### src/rtl/s_mem_init_engine.sv
// s_mem_init_engine: walks a memory once after start, either writing a
// pattern (identity, constant fill, descending) or reading it back and
// checking that every word holds its own address.
module s_mem_init_engine #(
    parameter int ADDR_WIDTH = 8,
    parameter int DATA_WIDTH = 8,
    parameter int DEPTH      = 256
) (
    input  logic                  clk,
    input  logic                  reset_n,
    input  logic                  start,
    input  logic                  abort,
    input  logic [1:0]            mode,
    input  logic [DATA_WIDTH-1:0] fill_value,
    output logic [ADDR_WIDTH-1:0] address_out,
    output logic [DATA_WIDTH-1:0] data_out,
    output logic                  write_enable_out,
    input  logic [DATA_WIDTH-1:0] read_data_in,
    output logic                  busy,
    output logic                  done,
    output logic                  verify_error,
    output logic [ADDR_WIDTH-1:0] error_address
);

    typedef enum logic [2:0] {
        S_IDLE,
        S_WRITE,
        S_READ,
        S_DRAIN,
        S_DONE
    } state_t;

    // One extra index bit lets DEPTH == 2^ADDR_WIDTH finish without wrapping.
    localparam logic [ADDR_WIDTH:0] LAST_INDEX = (ADDR_WIDTH+1)'(DEPTH - 1);
    localparam logic [ADDR_WIDTH:0] ONE_INDEX  = (ADDR_WIDTH+1)'(1);

    state_t                r_state;
    state_t                w_nextState;
    logic [ADDR_WIDTH:0]   r_index;
    logic [1:0]            r_mode;
    logic [DATA_WIDTH-1:0] r_fill;
    logic                  r_verifyError;
    logic [ADDR_WIDTH-1:0] r_errorAddress;
    logic                  w_lastIndex;
    logic                  w_startAccept;
    logic                  w_cmpValid;
    logic [ADDR_WIDTH:0]   w_cmpIndex;

    assign w_lastIndex   = (r_index == LAST_INDEX);
    assign w_startAccept = start && !abort;
    assign verify_error  = r_verifyError;
    assign error_address = r_errorAddress;

    // State register; reset drops straight back to idle.
    always_ff @(posedge clk or negedge reset_n) begin
        if (!reset_n) begin
            r_state <= S_IDLE;
        end else begin
            r_state <= w_nextState;
        end
    end

    // Next-state decode, memory-side outputs and read-back compare selection.
    always_comb begin
        w_nextState      = r_state;
        write_enable_out = 1'b0;
        address_out      = '0;
        data_out         = '0;
        busy             = (r_state != S_IDLE);
        done             = 1'b0;
        w_cmpValid       = 1'b0;
        w_cmpIndex       = LAST_INDEX;

        case (r_state)
            S_IDLE: begin
                if (w_startAccept) begin
                    w_nextState = (mode == 2'd3) ? S_READ : S_WRITE;
                end
            end
            S_WRITE: begin
                if (w_lastIndex) begin
                    w_nextState = S_DONE;
                end
                if (!abort) begin
                    write_enable_out = 1'b1;
                    address_out      = ADDR_WIDTH'(r_index);
                    case (r_mode)
                        2'd0:    data_out = DATA_WIDTH'(r_index);
                        2'd1:    data_out = r_fill;
                        2'd2:    data_out = DATA_WIDTH'(LAST_INDEX - r_index);
                        default: data_out = '0;
                    endcase
                end
            end
            S_READ: begin
                if (w_lastIndex) begin
                    w_nextState = S_DRAIN;
                end
                address_out = ADDR_WIDTH'(r_index);
                w_cmpValid  = (r_index != '0);
                w_cmpIndex  = r_index - ONE_INDEX;
            end
            S_DRAIN: begin
                w_nextState = S_DONE;
                w_cmpValid  = 1'b1;
                w_cmpIndex  = LAST_INDEX;
            end
            S_DONE: begin
                w_nextState = S_IDLE;
                done        = !abort;
            end
            default: begin
                w_nextState = S_IDLE;
            end
        endcase

        if (abort && (r_state != S_IDLE)) begin
            w_nextState = S_IDLE;
        end
    end

    // Index walk, start-time capture of mode/fill, and sticky first-mismatch record.
    always_ff @(posedge clk or negedge reset_n) begin
        if (!reset_n) begin
            r_index        <= '0;
            r_mode         <= '0;
            r_fill         <= '0;
            r_verifyError  <= 1'b0;
            r_errorAddress <= '0;
        end else begin
            if (r_state == S_IDLE) begin
                if (w_startAccept) begin
                    r_index        <= '0;
                    r_mode         <= mode;
                    r_fill         <= fill_value;
                    r_verifyError  <= 1'b0;
                    r_errorAddress <= '0;
                end
            end else if (abort) begin
                r_index <= '0;
            end else if ((r_state == S_WRITE) || (r_state == S_READ)) begin
                r_index <= r_index + ONE_INDEX;
            end

            if (w_cmpValid && !abort && !r_verifyError &&
                (read_data_in != DATA_WIDTH'(w_cmpIndex))) begin
                r_verifyError  <= 1'b1;
                r_errorAddress <= ADDR_WIDTH'(w_cmpIndex);
            end
        end
    end

endmodule

### config.mk
export PLATFORM = sky130hd
export DESIGN_NAME = s_mem_init_engine
export DESIGN_NICKNAME = d
export VERILOG_FILES = /design/src/rtl/s_mem_init_engine.sv
export SDC_FILE = /design/constraint.sdc
export NUM_CORES = 1
export LEC_CHECK = 0
export CAP_MARGIN = 20
export CORE_ASPECT_RATIO = 0.9
export CORE_MARGIN = 1.5
export CORE_UTILIZATION = 40
export CTS_BUF_LIST = sky130_fd_sc_hd__clkbuf_4 sky130_fd_sc_hd__clkbuf_8 sky130_fd_sc_hd__clkbuf_16
export DETAILED_ROUTE_END_ITERATION = 6
export PLACE_DENSITY = 0.67
export SYNTH_ARGS = -nofsm -noshare
export SYNTH_HDL_FRONTEND = slang
export SYNTH_SLANG_ARGS = --single-unit
### constraint.sdc
create_clock -name clk -period 5.4 [get_ports clk]
set_clock_uncertainty 0.1 [all_clocks]
set_input_delay 1.35 -clock clk [delete_from_list [all_inputs] [get_ports clk]]
set_output_delay 1.35 -clock clk [all_outputs]
set_load 0.01 [all_outputs]
==> results of run 1 <==
-- flip-flops by register name, indices dropped and copies added, names as in the netlist --
register       flops
r_index            9
r_mode             2
verify_error       1
r_state            3
r_fill             8
error_address      8
-- kinds of logic after synthesis --
kind of cell	count (synthesis)	synth area share
AND/OR/NAND/NOR	95	0.2413
AO/OA/AOI/OAI	33	0.09591
flip-flops	31	0.3787
buffers and inverters	24	0.05131
XOR/XNOR	21	0.09713
multiplexers	20	0.1112
adder cells (fa/ha/maj)	4	0.02444
-- critical path, cell delays in order --
cell	delay [ns]
clkdlybuf4s50_1	0.60
nor2_1	0.11
nand2_1	0.10
or2_1	0.14
inv_2	0.04
nor2_1	0.40
nor2_1	0.13
clkdlybuf4s50_1	0.50
-- layer usage --
metal  GRT usage  share of wire  wire [um]  vias up
met5           0              0          0        -
met4     0.05952          0.013         60        0
met3     0.04258          0.060        281        7
met2      0.2860           0.44       2054       45
met1      0.2659           0.49       2294      793
li1            -              -          -      861
-- worst paths after layout --
kind,start,end,slack [ns],cells past startpoint
setup reg to reg,r_index[0]$_DFFE_PN0P_,error_address[4]$_DFFE_PN0P_,2.09,9
hold reg to reg,r_fill[0]$_DFFE_PN0P_,r_fill[0]$_DFFE_PN0P_,0.40,1
max in group asynchronous,reset_n,r_index[2]$_DFFE_PN0P_,3.55,2
min in group asynchronous,reset_n,r_fill[5]$_DFFE_PN0P_,1.36,2
setup / recovery,abort,address_out[1],0.58,8
hold / removal,r_fill[0]$_DFFE_PN0P_,r_fill[0]$_DFFE_PN0P_,0.40,1
-- layout by cell type, fill, tap and decap left out, types with 6 or more instances in the layout --
master,count
clkdlybuf4s50_1,49
dfrtp_1,31
nor2_1,30
nand2_1,18
xnor2_1,14
a21oi_1,11
o21ai_0,11
nand3_1,10
nor2b_1,8
mux2i_1,7
clkbuf_8,7
xor2_1,6
-- per-stage QoR --
stage | hold slack, ns | setup WS [ns]
global route | 0.4289 | 0.4165
detailed placement | 0.3917 | 0.5973
floorplan | 0.3646 | 1.253
CTS | 0.4064 | 0.5875
global placement | 0.3739 | 0.6172
finish | 0.3979 | 0.5846
-- area by class of cell --
type | count | area share
multi-input combinational | 173 | 0.4382
sequential | 31 | 0.2912
timing repair buffer | 52 | 0.1926
clock buffer | 8 | 0.03899
tap | 65 | 0.03053
inverter | 6 | 0.008455
-- power by group through the flow --
stage	registers, mW	logic [mW]	clock network, mW
3_3_place_gp	0.300	0.217	0
3_5_place_dp	0.302	0.218	0
2_1_floorplan	0.284	0.157	0
4_1_cts	0.298	0.219	0.212
6_report	0.298	0.217	0.206
5_1_grt	0.303	0.242	0.223
==> flow_metrics.env, run 1 <==
export IMPL_multi_input_area_um2=1167
export IMPL_setup_viol=0
export IMPL_fin_nets=295
export IMPL_timing_final_crit_share=0.8917
export IMPL_hold_class="reg -> reg"
export IMPL_die_x_um=78.43
export IMPL_async_reset_ff_frac=1.000
export IMPL_die_y_um=70.89
export IMPL_synthFlopType="dfrtp_1"
export IMPL_portBuffers=49
export IMPL_pwr_share_seq=0.413
export IMPL_worstPathRequired_ns=3.95
export IMPL_pwr_share_comb=0.301
export IMPL_drc=0
export IMPL_clock_latency_ns=0.29
export IMPL_p_switching_mw=0.2187
export IMPL_cts_max_path_buffers=2
export IMPL_slew_viol_final=0
export IMPL_clkTransAtPathRegs_ns=0.07
export IMPL_critical_path_class="in -> out"
export IMPL_postRouteAntennaNets=0
export IMPL_grt_pass1_vias=1640
export IMPL_power_internal_mw=0.5023
export IMPL_cap_violations=0
export IMPL_routed_wl_mm=4.690
export IMPL_vias_per_cell=5.093
export IMPL_worstMarginPinSlew_ns=0.7812
export IMPL_hpwl_mm=3.441
export IMPL_leakagePower_nw=1.120
export IMPL_hold_viol=0
export IMPL_sw_frac_of_total=0.3034
export IMPL_ys_warn_count=0
export IMPL_routabilityCongestion=0.8103
export IMPL_synth_distinct_cells=49
export IMPL_post_cts_buffers=0
export IMPL_yosysTopAreaCellShare=0.3787
export IMPL_grt_start_max_net_pins=32
export IMPL_max_freq_mhz=207.7
export IMPL_yosys_cell_count_top_type="dfrtp_1"
export IMPL_yosys_top_cells_count="dfrtp_1 (31), nor2_1 (30), nand2_1 (18)"
export IMPL_instances_no_fill=335
export IMPL_rows=24
export IMPL_critPathArrivalTime_ns=3.37
export IMPL_slew_headroom=0.4780
export IMPL_first_iter_violations=137
export IMPL_fin_crit_ns=4.815
export IMPL_tns_ns=0
export IMPL_ys_seq_elements=31
export IMPL_dp_cells=327
export IMPL_dieArea_um2=5560
export IMPL_synth_nets=254
export IMPL_synth_edf_count=0
export IMPL_status="completed"
export IMPL_power_density_nw_per_um2=270.7
export IMPL_drive_gt1_frac=0.09259
export IMPL_initial_core_util=0.4185
export IMPL_cts_max_level=2
export IMPL_startpoint_type="input port"
export IMPL_fin_area_um2=2664
export IMPL_placed_area_um2=2560
export IMPL_register_area_um2=775.7
export IMPL_area_growth_pct=30.05
export IMPL_grt_ovfl_total=0
export IMPL_ios=50
export IMPL_synth_area_um2=2048
export IMPL_num_vias=1706
export IMPL_fillers=444
export IMPL_syn_inst=228
export IMPL_cts_repair_resize_count=0
export IMPL_tritoncts="done"
export IMPL_power_mw=0.7210
export IMPL_grt_setup_unrepaired="false"
export IMPL_routedWlPerCell_um=14.00
export IMPL_antenna_cells=0
export IMPL_grt_pass1_wl_mm=8.073
export IMPL_antenna_found_initial=0
export IMPL_core_area_um2=4895
export IMPL_synth_largest_area_cell="dfrtp_1"
export IMPL_syn_area_per_cell_um2=8.983
export IMPL_max_vdd_ir_drop_mv=0.1269
export IMPL_power_clock_fraction=0.285
export IMPL_cp_max_fo=8
export IMPL_grt_total_usage=0.1877
export IMPL_clockRootBuffer="clkbuf_8"
export IMPL_post_route_util=0.5442
export IMPL_firstDrtPassIters=4
export IMPL_clock_sinks=31
export IMPL_numCtsBuffers=5
export IMPL_ys_seq_area_frac=0.3787
export IMPL_holdBufCountCts=0
export IMPL_synth_area_leaders="dfrtp_1 (38%), xnor2_1 (6.0%), nor2_1 (5.5%)"
export IMPL_crit_path_end_kind="output pin"
No activity file was read; power rests on OpenSTA's default activity.
==> run 2: changes to the inputs <==
SLEW_MARGIN = 20   (was not set)
==> results of run 2 <==
The final DEF is identical to that of run 1; final timing and power are the same.
==> run 3: changes to the inputs <==
CAP_MARGIN = not set   (was 20)
CELL_PAD_IN_SITES_DETAIL_PLACEMENT = 2   (was not set)
CELL_PAD_IN_SITES_GLOBAL_PLACEMENT = 2   (was not set)
CORE_UTILIZATION = 32   (was 40)
PLACE_DENSITY = not set   (was 0.67)
PLACE_DENSITY_LB_ADDON = 0.1   (was not set)
==> run 3 against run 2 <==
Clock power down 16%. Via count up 3.5%. Maximum frequency down 1.5%. Critical path depth unchanged.
==> flow_metrics.env, run 3 (synthesis results as in run 1) <==
export IMPL_core_area_um2=6148
export IMPL_worstPathRequired_ns=3.95
export IMPL_global_route_usage_met1=0.2539
export IMPL_routed_wl_mm=6.044
export IMPL_critPathTopFamily="buffers and inverters"
export IMPL_die_y_um=78.90
export IMPL_fillers=696
export IMPL_hold_class="reg -> reg"
export IMPL_cts_max_level=2
export IMPL_grtUsageMet2=0.3185
export IMPL_slowest_stage="clkdlybuf4s50_1"
export IMPL_drc=0
export IMPL_placed_area_um2=2587
export IMPL_setup_ws_ns=0.5106
export IMPL_fin_nets=295
export IMPL_met3_usage=0.03742
export IMPL_slew_headroom=0.4607
export IMPL_busiest_layer="met2"
export IMPL_fin_area_um2=2664
export IMPL_hpwl_mm=4.487
export IMPL_drive_gt1_frac=0.08582
export IMPL_numCtsBuffers=5
export IMPL_firstDrtPassIters=3
export IMPL_post_route_util=0.4333
export IMPL_critical_path_class="in -> out"
export IMPL_setup_viol=0
export IMPL_clkTransAtPathRegs_ns=0.06
export IMPL_cts_max_path_buffers=2
export IMPL_cp_max_fo=8
export IMPL_hold_viol=0
export IMPL_cts_repair_resize_count=0
export IMPL_largest_register_ffs=9
export IMPL_antenna_cells=0
export IMPL_cap_violations=0
export IMPL_grt_pass1_vias=1989
export IMPL_power_internal_mw=0.4722
export IMPL_status="completed"
export IMPL_power_mw=0.6992
export IMPL_tritoncts="done"
export IMPL_rows=27
export IMPL_grt_total_usage=0.1920
export IMPL_area_growth_pct=30.05
export IMPL_portBuffers=49
export IMPL_timing_final_crit_share=0.9054
export IMPL_crit_chain="clkdlybuf4s50_1 > nor2_1 > nand2_1 > or2_1 > inv_2 > nor2_1 > nor2b_1 > clkdlybuf4s50_1"
export IMPL_p_switching_mw=0.2270
export IMPL_clockRootBuffer="clkbuf_8"
export IMPL_antenna_found_initial=0
export IMPL_holdBufCountCts=0
export IMPL_critPathArrivalTime_ns=3.44
export IMPL_slowest_delay_ns=0.62
export IMPL_first_iter_violations=44
export IMPL_die_x_um=87.33
export IMPL_grt_pass1_wl_mm=10.05
export IMPL_post_cts_buffers=0
export IMPL_startpoint_type="input port"
export IMPL_postRouteAntennaNets=0
export IMPL_clock_latency_ns=0.29
export IMPL_cp_num_buf_inv=3
export IMPL_reg2reg_depth=9
export IMPL_worstMarginPinSlew_ns=0.8069
export IMPL_power_density_nw_per_um2=262.5
export IMPL_power_clock_fraction=0.249
export IMPL_tns_ns=0
export IMPL_mostFrequentLayoutCell="clkdlybuf4s50_1"
export IMPL_routabilityCongestion=0.7893
export IMPL_grt_ovfl_total=0
export IMPL_clock_sinks=31
export IMPL_initial_core_util=0.3331
export IMPL_ios=50
export IMPL_dieArea_um2=6890
export IMPL_num_vias=1765
export IMPL_pwr_share_comb=0.324
export IMPL_crit_path_end_kind="output pin"
export IMPL_leakagePower_nw=1.106
export IMPL_grt_setup_unrepaired="false"
export IMPL_fin_crit_ns=4.889
export IMPL_vias_per_cell=4.972
export IMPL_slew_viol_final=0
export IMPL_max_freq_mhz=204.5
export IMPL_cp_depth=8
export IMPL_max_vdd_ir_drop_mv=0.08739
export IMPL_pwr_share_seq=0.427
export IMPL_grt_start_max_net_pins=32
export IMPL_min_path_cells=1
export IMPL_post_place_ws_ns=0.4754
export IMPL_final_cell_mix="clkdlybuf4s50_1 (49), dfrtp_1 (31), nor2_1 (30), nand2_1 (18), xnor2_1 (14)"
export IMPL_sw_frac_of_total=0.3247
export IMPL_regMostFlops="r_index"
export IMPL_routedWlPerCell_um=17.03
## run 3: cell types whose count changed in the layout (fill, tap and decap cells not counted), sizes merged
cell / before / now
clkbuf: 8 / 6
## run 3: final timing paths
path,slack (ns),to,from
min in group asynchronous,1.36,r_fill[5]$_DFFE_PN0P_,reset_n
max in group asynchronous,3.54,r_index[0]$_DFFE_PN0P_,reset_n
min,0.41,r_fill[0]$_DFFE_PN0P_,r_fill[0]$_DFFE_PN0P_
max,0.51,address_out[3],abort
max reg2reg,1.96,error_address[4]$_DFFE_PN0P_,r_index[0]$_DFFE_PN0P_
min reg2reg,0.41,r_fill[0]$_DFFE_PN0P_,r_fill[0]$_DFFE_PN0P_
## run 3: power groups by stage
stage,logic [mW],clock network (mW),registers [mW]
after floorplan,0.157,0,0.284
after global placement,0.224,0,0.300
after detailed placement,0.229,0,0.304
after CTS,0.231,0.181,0.299
after global routing,0.251,0.192,0.305
final,0.227,0.174,0.298
## run 3: layout make-up
type                            count  area, um^2  area share
Inverter                            6       22.52    0.008455
Clock buffer                        6       76.32     0.02865
Multi-Input combinational cell    173        1167      0.4382
Tap cell                           87       108.9     0.04086
Timing Repair Buffer               52       513.0      0.1926
Sequential cell                    31       775.7      0.2912
## run 3: through the flow
stage | instances | hold slack, ns
3_3_place_gp | 349 | 0.3736
3_5_place_dp | 349 | 0.3979
6_report | 355 | 0.4056
5_1_grt | 355 | 0.4277
2_1_floorplan | 228 | 0.3646
4_1_cts | 355 | 0.4124
## run 3: routing by layer
layer  up-vias  wire [um]
met1       869       2854
met4         0         73
met2        31       2952
li1        857          -
met3         8        164
met5         -          0
## run 3: worst register-to-register path, stage by stage, from the launching register on
cell and delay [ns]:
dfrtp_1 0.51, inv_1 0.26, ha_1 0.23, or4b_4 0.50, nor2_4 0.12, xor3_1 0.24, o32a_2 0.33, o22ai_1 0.16
a41o_1 0.52, mux2_4 0.35
